## config.mk

```make
export PLATFORM = sky130hd
export DESIGN_NAME = doorlock_ctrl
export DESIGN_NICKNAME = d
export VERILOG_FILES = /design/src/rtl/doorlock_pkg.sv /design/src/rtl/doorlock_key_edge.sv /design/src/rtl/doorlock_ctrl.sv
export SDC_FILE = /design/constraint.sdc
export NUM_CORES = 1
export LEC_CHECK = 0
export CAP_MARGIN = 30
export CORE_MARGIN = 2
export CORE_UTILIZATION = 60
export DETAILED_ROUTE_END_ITERATION = 12
export PLACE_DENSITY = 0.86
export SETUP_SLACK_MARGIN = 0.3
export SYNTH_ARGS = -nofsm -noshare
export SYNTH_HDL_FRONTEND = slang
export SYNTH_HIERARCHICAL = 1
export SYNTH_SLANG_ARGS = --single-unit
```

## constraint.sdc

```tcl
create_clock -name clk -period 3.7 [get_ports clk]
set_input_delay 0.74 -clock clk [delete_from_list [all_inputs] [get_ports clk]]
set_output_delay 0.74 -clock clk [all_outputs]
set_load 0.1 [all_outputs]
```

## src/rtl/doorlock_pkg.sv

```systemverilog
// doorlock_pkg: state encoding and key constants shared by the door-lock controller
package doorlock_pkg;
   typedef enum logic [2:0] {
      S_IDLE, S_ENTRY, S_CHECK, S_OPEN, S_FAIL, S_LOCKOUT, S_PROGRAM
   } state_t;
   localparam int KEY_DIGIT = 0;
   localparam int KEY_ENTER = 1;
   localparam int KEY_CLEAR = 2;
   localparam logic [3:0] BCD_MAX = 4'd9;
endpackage

```

## src/rtl/doorlock_key_edge.sv

```systemverilog
// key_edge: per-bit rising-edge detector over a registered history of debounced keys
module key_edge #(
   parameter int W = 3
) (
   input  logic         clk,
   input  logic         n_rst,
   input  logic [W-1:0] d,
   output logic [W-1:0] rise
);
   logic [W-1:0] hist;
   always_ff @(posedge clk or negedge n_rst)
      if (!n_rst) hist <= '0;
      else hist <= d;
   assign rise = d & ~hist;
endmodule

```

## src/rtl/doorlock_ctrl.sv

```systemverilog
// doorlock_ctrl: keypad code entry, password check, unlock timing and failure lockout.
// Define DOORLOCK_PW_CHANGE_EN to allow reprogramming the password from the OPEN state.
module doorlock_ctrl
   import doorlock_pkg::*;
#(
   parameter int                     CODE_LEN   = 4,
   parameter logic [CODE_LEN*4-1:0]  PW_DEFAULT = 16'h1234,
   parameter int unsigned            T_OPEN     = 150_000_000,
   parameter int unsigned            T_IDLE     = 500_000_000,
   parameter int unsigned            T_LOCKOUT  = 1_500_000_000,
   parameter int                     MAX_FAIL   = 3,
   parameter int                     CNT_W      = 31
) (
   input  logic                  clk,
   input  logic                  n_rst,
   input  logic [2:0]            key_db,
   input  logic [3:0]            sw_digit,
   output logic                  unlock,
   output logic                  err,
   output logic                  locked_out,
   output logic [3:0]            digit_cnt,
   output logic [CODE_LEN*4-1:0] disp_code
);
   localparam int W = CODE_LEN * 4;
   localparam logic [CNT_W-1:0] T_OPEN_C = CNT_W'(T_OPEN);
   localparam logic [CNT_W-1:0] T_IDLE_C = CNT_W'(T_IDLE);
   localparam logic [CNT_W-1:0] T_LOCK_C = CNT_W'(T_LOCKOUT);
   localparam logic [CNT_W-1:0] ONE      = CNT_W'(1);
   localparam logic [3:0]       LEN4     = 4'(CODE_LEN);
   localparam logic [2:0]       MAX3     = 3'(MAX_FAIL);

   state_t           state, state_n;
   logic [CNT_W-1:0] timer, timer_n;
   logic [W-1:0]     code_buf, buf_n, shifted, pw;
   logic [3:0]       cnt_n;
   logic [2:0]       fail_cnt, fail_n;
   logic [2:0]       rise;
   logic             p_clr, p_ent, p_dig, dig_ok, dig_take;

   key_edge #(.W(3)) u_key_edge (
      .clk   (clk),
      .n_rst (n_rst),
      .d     (key_db),
      .rise  (rise)
   );

   // clear beats enter beats digit; losers are dropped, not deferred
   assign p_clr    = rise[KEY_CLEAR];
   assign p_ent    = rise[KEY_ENTER] & ~p_clr;
   assign p_dig    = rise[KEY_DIGIT] & ~rise[KEY_ENTER] & ~p_clr;
   assign dig_ok   = p_dig && (sw_digit <= BCD_MAX);
   assign dig_take = dig_ok && (digit_cnt < LEN4);
   assign shifted  = {code_buf[W-5:0], sw_digit};
   assign disp_code = code_buf;

`ifdef DOORLOCK_PW_CHANGE_EN
   logic [W-1:0] pw_n;
   always_ff @(posedge clk or negedge n_rst)
      if (!n_rst) pw <= PW_DEFAULT;
      else pw <= pw_n;
`else
   assign pw = PW_DEFAULT;
`endif

   always_comb begin
      state_n = state;
      timer_n = timer;
      buf_n   = code_buf;
      cnt_n   = digit_cnt;
      fail_n  = fail_cnt;
`ifdef DOORLOCK_PW_CHANGE_EN
      pw_n    = pw;
`endif
      case (state)
         S_IDLE:
            if (dig_ok) begin
               buf_n   = shifted;
               cnt_n   = 4'd1;
               timer_n = T_IDLE_C;
               state_n = S_ENTRY;
            end
         S_ENTRY, S_PROGRAM: begin
            if (p_ent && state == S_ENTRY) begin
               state_n = S_CHECK;
            end else if (p_clr || p_ent || (!dig_take && timer == ONE)) begin
`ifdef DOORLOCK_PW_CHANGE_EN
               if (p_ent && digit_cnt == LEN4) pw_n = code_buf;
`endif
               buf_n   = '0;
               cnt_n   = '0;
               state_n = S_IDLE;
            end else if (dig_take) begin
               buf_n   = shifted;
               cnt_n   = digit_cnt + 4'd1;
               timer_n = T_IDLE_C;
            end else begin
               timer_n = timer - ONE;
            end
         end
         S_CHECK: begin
            buf_n = '0;
            cnt_n = '0;
            if (digit_cnt == LEN4 && code_buf == pw) begin
               fail_n  = '0;
               timer_n = T_OPEN_C;
               state_n = S_OPEN;
            end else begin
               state_n = S_FAIL;
            end
         end
         S_FAIL: begin
            fail_n  = fail_cnt + 3'd1;
            state_n = (fail_n == MAX3) ? S_LOCKOUT : S_IDLE;
            timer_n = (fail_n == MAX3) ? T_LOCK_C : timer;
         end
         S_OPEN:
`ifdef DOORLOCK_PW_CHANGE_EN
            if (p_clr) begin
               timer_n = T_IDLE_C;
               state_n = S_PROGRAM;
            end else
`endif
            if (timer == ONE) state_n = S_IDLE;
            else timer_n = timer - ONE;
         S_LOCKOUT:
            if (timer == ONE) begin
               fail_n  = '0;
               state_n = S_IDLE;
            end else begin
               timer_n = timer - ONE;
            end
         default: state_n = S_IDLE;
      endcase
   end

   always_ff @(posedge clk or negedge n_rst)
      if (!n_rst) begin
         state      <= S_IDLE;
         timer      <= '0;
         code_buf   <= '0;
         digit_cnt  <= '0;
         fail_cnt   <= '0;
         unlock     <= 1'b0;
         err        <= 1'b0;
         locked_out <= 1'b0;
      end else begin
         state      <= state_n;
         timer      <= timer_n;
         code_buf   <= buf_n;
         digit_cnt  <= cnt_n;
         fail_cnt   <= fail_n;
         unlock     <= (state_n == S_OPEN);
         err        <= (state_n == S_FAIL);
         locked_out <= (state_n == S_LOCKOUT);
      end
endmodule
```

==> results_dict.tcl, run 1 <==
set metrics [dict create \
    path_common_cell "buf_4" \
    areaGrowthSynthToFinish_pct 15.66 \
    p_comb_frac 0.438 \
    setup_viol 0 \
    report.final.slew_viol_count 0 \
    gp_congestion 0.9138 \
    layout-drive-gt1-share 0.1162 \
    fin_crit_ns 2.934 \
    required_ns 3.95 \
    r2r_slack_ns 0.81 \
    fin_nets 449 \
    cp_max_fo 14 \
    crit_buf_inv 3 \
    grt_use_total 0.3010 \
    cts_resized 0 \
    post-place-ws_ns 0.4224 \
    die_h_um 82.95 \
    rsz0062_at_grt "no" \
    critPathTopFamily "buffers and inverters" \
    synth_compound_area_frac 0.2526 \
    drc 0 \
    port_buffers 31 \
    slowest_delay_ns 0.48 \
    leakagePower_uw 0.001816 \
    clock_latency_ns 0.36 \
    holdCritPathClass "in2async" \
    grt_pass1_vias 3453 \
    syn_inst 398 \
    rows 28 \
    power.density_nw_per_um2 652.2 \
    syn_area_um2 3740 \
    n_antenna_cell 0 \
    drt_first_pass_iters 5 \
    fmax_mhz 340.9 \
    path_clk_slew_ns 0.08 \
    arrival_ns 3.18 \
    yosys_warnings 6 \
    power_frac_seq 0.363 \
    grt_max_degree 34 \
    grt_pass1_wl_mm 16.77 \
    worst_slack_ns 0.7663 \
    finalCritPeriodShare 0.7929 \
    r2r_end "timer[25]$_DFFE_PN0P_" \
    numCtsBuffers 9 \
    die_area_um2 6881 \
    cts.sinks 63 \
    ys_ff_latch 63 \
    wire_per_inst_um 19.60 \
    hold_slack_ns 0.4327 \
    grt-ovfl-total 0 \
    path_class "in2reg" \
    cts.path.max_buffers 2 \
    place_hpwl_mm 6.865 \
    synthArstFlopShare 1.000 \
    clockPowerShare 0.199 \
    design.core.area_um2 5956 \
    crit_slowest_cell "clkdlybuf4s50_1" \
    ys.flop_type "dfrtp_1" \
    final_cell_mix "63 x dfrtp_1, 34 x nor2_1, 30 x clkdlybuf4s50_1" \
    avgSynthCellArea_um2 9.397 \
    post-cts-setup-buffers 0 \
    layout_commonest_cell "dfrtp_1" \
    muxShareOfSynthArea 0.01071 \
    worst_pin_slew_ns 0.9816 \
    timing.max_slew.rel_slack 0.3435 \
    synthSimpleGateAreaFrac 0.2442 \
    synth-xor-area-share 0.004684 \
    antenna_found_initial 0 \
    htree_levels 3 \
    synth-edff-count 0 \
    cts_hold_buf 0 \
    ios 32 \
    via_count 3489 \
    initial_core_util 0.6279 \
    p_sw_frac 0.4871 \
    crit_path_end_kind "flip-flop" \
    synth_fp_nets 413 \
    final.setup_skew_ns 0.01212 \
    ys_types 67 \
    p_int_uw 1447 \
    synth_top_family_by_area "compound AO/OA/AOI/OAI gates" \
    antenna_left 0 \
    drtIter0Drc 444 \
    p_switching_uw 1374 \
    maxCapViolCount 0 \
    root_buffer "clkbuf_8" \
    r2r-start "disp_code[8]$_DFFE_PN0P_" \
    wl_mm 10.07 \
    cts_tree "yes" \
    r2r_cells 7 \
    outcome "completed" \
    die-width_um 82.95 \
    setup_tns_ns 0 \
    vias_per_cell 6.788 \
    peakVddDrop_uv 854.4 \
    synthAdderAreaFrac 0.02007 \
    startpoint_type "input port" \
    synth_seq_area_share 0.4215 \
    path_cells "clkdlybuf4s50_1 -> nor2b_4 -> nor3b_1 -> buf_4 -> nand3_1 -> a31oi_1 -> nand3_2 -> buf_4 -> o31a_1 -> o21a_1" \
    finalHoldViolCount 0 \
]
==> kinds of logic (layout without fill, tap and decap cells) <==
kind of cell,count (synthesis),count (layout)
mux,4,4
xor+xnor,2,2
compound gates,134,134
flops,63,63
fa+ha+maj,6,6
buf+inv,38,79
simple gates,151,151
==> area by class of cell <==
cell class | count | area (um2)
fill | 463 | 1630
timing repair buffer | 46 | 417.9
clock buffer | 9 | 123.9
tap | 75 | 93.84
inverter | 17 | 63.81
sequential | 63 | 1577
multi-input combinational | 297 | 1993
clock inverter | 7 | 56.30
==> cell usage after synthesis (3+ instances only) <==
cell type / count / area share
nor2b_4: 3 / 0.011
nand3_1: 14 / 0.019
nor4_1: 14 / 0.023
nand2_1: 19 / 0.019
o21ai_0: 6 / 0.0080
a41oi_1: 3 / 0.0070
nor2_1: 34 / 0.034
a31oi_1: 14 / 0.023
ha_1: 6 / 0.020
nor3b_1: 4 / 0.0080
o2bb2ai_1: 3 / 0.0070
nand2b_1: 10 / 0.017
mux2i_1: 4 / 0.011
o31a_1: 5 / 0.012
nor2b_1: 4 / 0.0067
o21ai_1: 19 / 0.025
nand4_1: 4 / 0.0067
a21oi_1: 19 / 0.025
nor3_1: 15 / 0.020
o22a_1: 3 / 0.0070
or4_1: 5 / 0.010
dfrtp_1: 63 / 0.42
and3_1: 3 / 0.0050
buf_2: 5 / 0.0067
clkbuf_1: 11 / 0.011
o21a_1: 5 / 0.010
o31ai_1: 16 / 0.032
a22o_1: 17 / 0.040
inv_1: 16 / 0.016
a2bb2oi_1: 4 / 0.0094
==> per-stage QoR <==
| step | util | instance area, um2 | std cells | total power [uW] |
|---|---|---|---|---|
| 2_1_floorplan | - | 3740 | 398 | 1938 |
| 3_3_place_gp | 0.6960 | 4145 | 498 | 2231 |
| 3_5_place_dp | 0.6960 | 4145 | 498 | 2260 |
| 4_1_cts | 0.7263 | 4325 | 514 | 2819 |
| 5_1_grt | 0.7263 | 4325 | 514 | 2940 |
| 6_report | 0.7263 | 4325 | 514 | 2821 |
==> routing by layer <==
layer	routed length (um)	GRT usage	vias up
met5	0	0	-
met4	270	0.1550	0
met3	811	0.06064	30
met2	4886	0.4751	187
met1	4104	0.3939	1677
li1	-	-	1595
==> power by group through the flow <==
| stage | Clock (uW) | Combinational, uW | Sequential (uW) |
|---|---|---|---|
| 2_1_floorplan | 0 | 413 | 1530 |
| 3_3_place_gp | 0 | 1210 | 1020 |
| 3_5_place_dp | 0 | 1230 | 1030 |
| 4_1_cts | 566 | 1240 | 1020 |
| 5_1_grt | 593 | 1300 | 1050 |
| 6_report | 562 | 1240 | 1020 |
==> state kept, by name (all words and copies together) (netlist names) <==
signal and count:
err 1, digit_cnt 4, state 3, timer 31, locked_out 1, unlock 1, fail_cnt 3, u_key_edge/hist 3
disp_code 16
==> worst max path at each step <==
stage	startpoint	to	slack, ns	cells after the start
3_5_place_dp	key_db[0]	timer[25]$_DFFE_PN0P_	0.42	10
4_1_cts	key_db[0]	timer[25]$_DFFE_PN0P_	0.79	10
3_3_place_gp	key_db[0]	disp_code[5]$_DFFE_PN0P_	0.48	10
2_1_floorplan	disp_code[8]$_DFFE_PN0P_	timer[21]$_DFFE_PN0P_	0.87	8
5_1_grt	key_db[0]	timer[25]$_DFFE_PN0P_	0.57	10
6_report	key_db[0]	timer[25]$_DFFE_PN0P_	0.77	10
Power figures use the tool's default switching activity.
==> inputs of run 2 (changes only) <==
Settings changed: CORE_UTILIZATION 60 to 53, PLACE_DENSITY 0.86 to 0.81.
Clock period 3.7 ns to 2.55 ns, I/O delays scaled along.
==> results_dict.tcl, run 2 (synthesis results as in run 1) <==
set metrics [dict create \
    layout_commonest_cell "buf_4" \
    antenna_found_initial 0 \
    fill_cells 291 \
    clockPowerShare 0.210 \
    largest_register_ffs 31 \
    arrival_ns 2.92 \
    worst_pin_slew_ns 0.6880 \
    wl_mm 16.72 \
    path_class "reg2reg" \
    r2r_slack_ns -0.07 \
    fin_cells 624 \
    path_clk_slew_ns 0.09 \
    holdCritPathClass "in2async" \
    drt_first_pass_iters 7 \
    areaGrowthSynthToFinish_pct 57.78 \
    timing.max_slew.rel_slack 0.5349 \
    total_power_uw 4957 \
    r2r_end "digit_cnt[3]$_DFFE_PN0P_" \
    gp_congestion 0.8991 \
    n_antenna_cell 0 \
    die_area_um2 7744 \
    cts.path.max_buffers 2 \
    fmax_mhz 381.5 \
    drc 0 \
    final_cell_mix "87 x buf_4, 46 x dfrtp_1, 33 x nor2_1" \
    grt_pass1_vias 4185 \
    dpl.cell_count 564 \
    wire_per_inst_um 26.80 \
    leakagePower_uw 0.002475 \
    finalCritPeriodShare 1.028 \
    cts.sinks 63 \
    initial_core_util 0.5505 \
    p_int_uw 2571 \
    peakVddDrop_uv 1247 \
    port_buffers 31 \
    grt_max_degree 38 \
    layout-drive-gt1-share 0.4716 \
    maxCapViolCount 0 \
    r2r-start "timer[5]$_DFFE_PN0P_" \
    stdcell_area_um2 5901 \
    clock_latency_ns 0.37 \
    crit_path_end_kind "flip-flop" \
    cts_hold_buf 0 \
    htree_levels 3 \
    fin_crit_ns 2.621 \
    worst_slack_ns -0.07124 \
    grt-ovfl-total 0 \
    die-width_um 88 \
    seqCellArea_um2 1603 \
    p_switching_uw 2386 \
    setup_viol 4 \
    place_area_um2 4608 \
    grt_pass1_wl_mm 21.27 \
    multi_input_area_um2 2566 \
    rows 30 \
    p_sw_frac 0.4813 \
    violations "setup timing" \
    power.density_nw_per_um2 840.1 \
    r2r_cells 10 \
    die_h_um 88 \
    cts_tree "yes" \
    regMostFlops "timer" \
    place_hpwl_mm 7.663 \
    ios 32 \
    outcome "complete, but fails checks" \
    rsz0062_at_grt "yes" \
    numCtsBuffers 9 \
    drtIter0Drc 786 \
    finalHoldViolCount 0 \
    startpoint_type "flip-flop" \
    cp_max_fo 8 \
    required_ns 2.85 \
    design.core.area_um2 6794 \
    vias_per_cell 7.292 \
    p_comb_frac 0.475 \
    via_count 4550 \
    report.final.slew_viol_count 0 \
    antenna_left 0 \
    fin_nets 538 \
    final.setup_skew_ns 0.02277 \
    power_frac_seq 0.315 \
    grt_use_total 0.3653 \
    root_buffer "clkbuf_8" \
]
[run 2: layout make-up]
| class | instances | area share |
|---|---|---|
| timing repair buffer | 135 | 0.2231 |
| sequential | 63 | 0.2716 |
| clock buffer | 9 | 0.02099 |
| tap | 96 | 0.02036 |
| inverter | 17 | 0.01145 |
| clock inverter | 7 | 0.01760 |
| multi-input combinational | 297 | 0.4349 |
[run 2: how the worst max path moves through the flow]
stage                                startpoint                        to  slack (ns)  cells past startpoint
final                      timer[5]$_DFFE_PN0P_  digit_cnt[3]$_DFFE_PN0P_       -0.07                     10
after global routing       timer[5]$_DFFE_PN0P_  digit_cnt[3]$_DFFE_PN0P_       -0.19                     10
after CTS                 timer[19]$_DFFE_PN0P_     timer[29]$_DFFE_PN0P_        0.07                      6
after detailed placement              key_db[0]     timer[29]$_DFFE_PN0P_       -0.21                     10
after global placement                key_db[0]     timer[29]$_DFFE_PN0P_       -0.14                     10
after floorplan           timer[14]$_DFFE_PN0P_     timer[25]$_DFFE_PN0P_        0.02                      6
[run 2: through the flow]
stage	util	setup WS (ns)	TNS (ns)	hold WS (ns)
global placement	0.6772	-0.1379	-3.935	0.4874
finish	0.8685	-0.07124	-0.2481	0.1621
floorplan	-	0.02452	0	0.2144
detailed placement	0.6783	-0.2126	-7.076	0.4925
global route	0.8685	-0.1909	-1.024	0.2139
CTS	0.8050	0.06561	0	0.1793
[run 2: critical path, stage by stage, from the launching register on]
cell	delay (ns)
dfrtp_1	0.46
nor4_4	0.39
buf_4	0.20
nand4b_4	0.17
buf_6	0.17
nor4_4	0.22
buf_4	0.19
o21ai_4	0.11
buf_6	0.20
nor4_2	0.22
o2bb2a_2	0.21
[run 2: timing repair]
item	4_1_cts	5_1_grt
gates resized for setup	78	53
setup buffers	22	15
pin swaps	37	23
cloned	6	1
hold endpoints to repair	0	0
setup endpoints to repair	55	59
[run 2: power groups by stage]
stage          Combinational, uW  Clock, uW  Sequential, uW
2_1_floorplan                641          0            2240
3_3_place_gp                1890          0            1490
3_5_place_dp                1920          0            1500
4_1_cts                     2100       1020            1490
5_1_grt                     2420       1090            1570
6_report                    2350       1040            1560
[run 2: routing by layer]
metal | global-route usage | up-vias | share of wire
li1 | - | 1786 | -
met1 | 0.4394 | 2149 | 0.33
met2 | 0.6012 | 429 | 0.46
met3 | 0.08483 | 186 | 0.12
met4 | 0.2084 | 0 | 0.089
met5 | 0 | - | 0
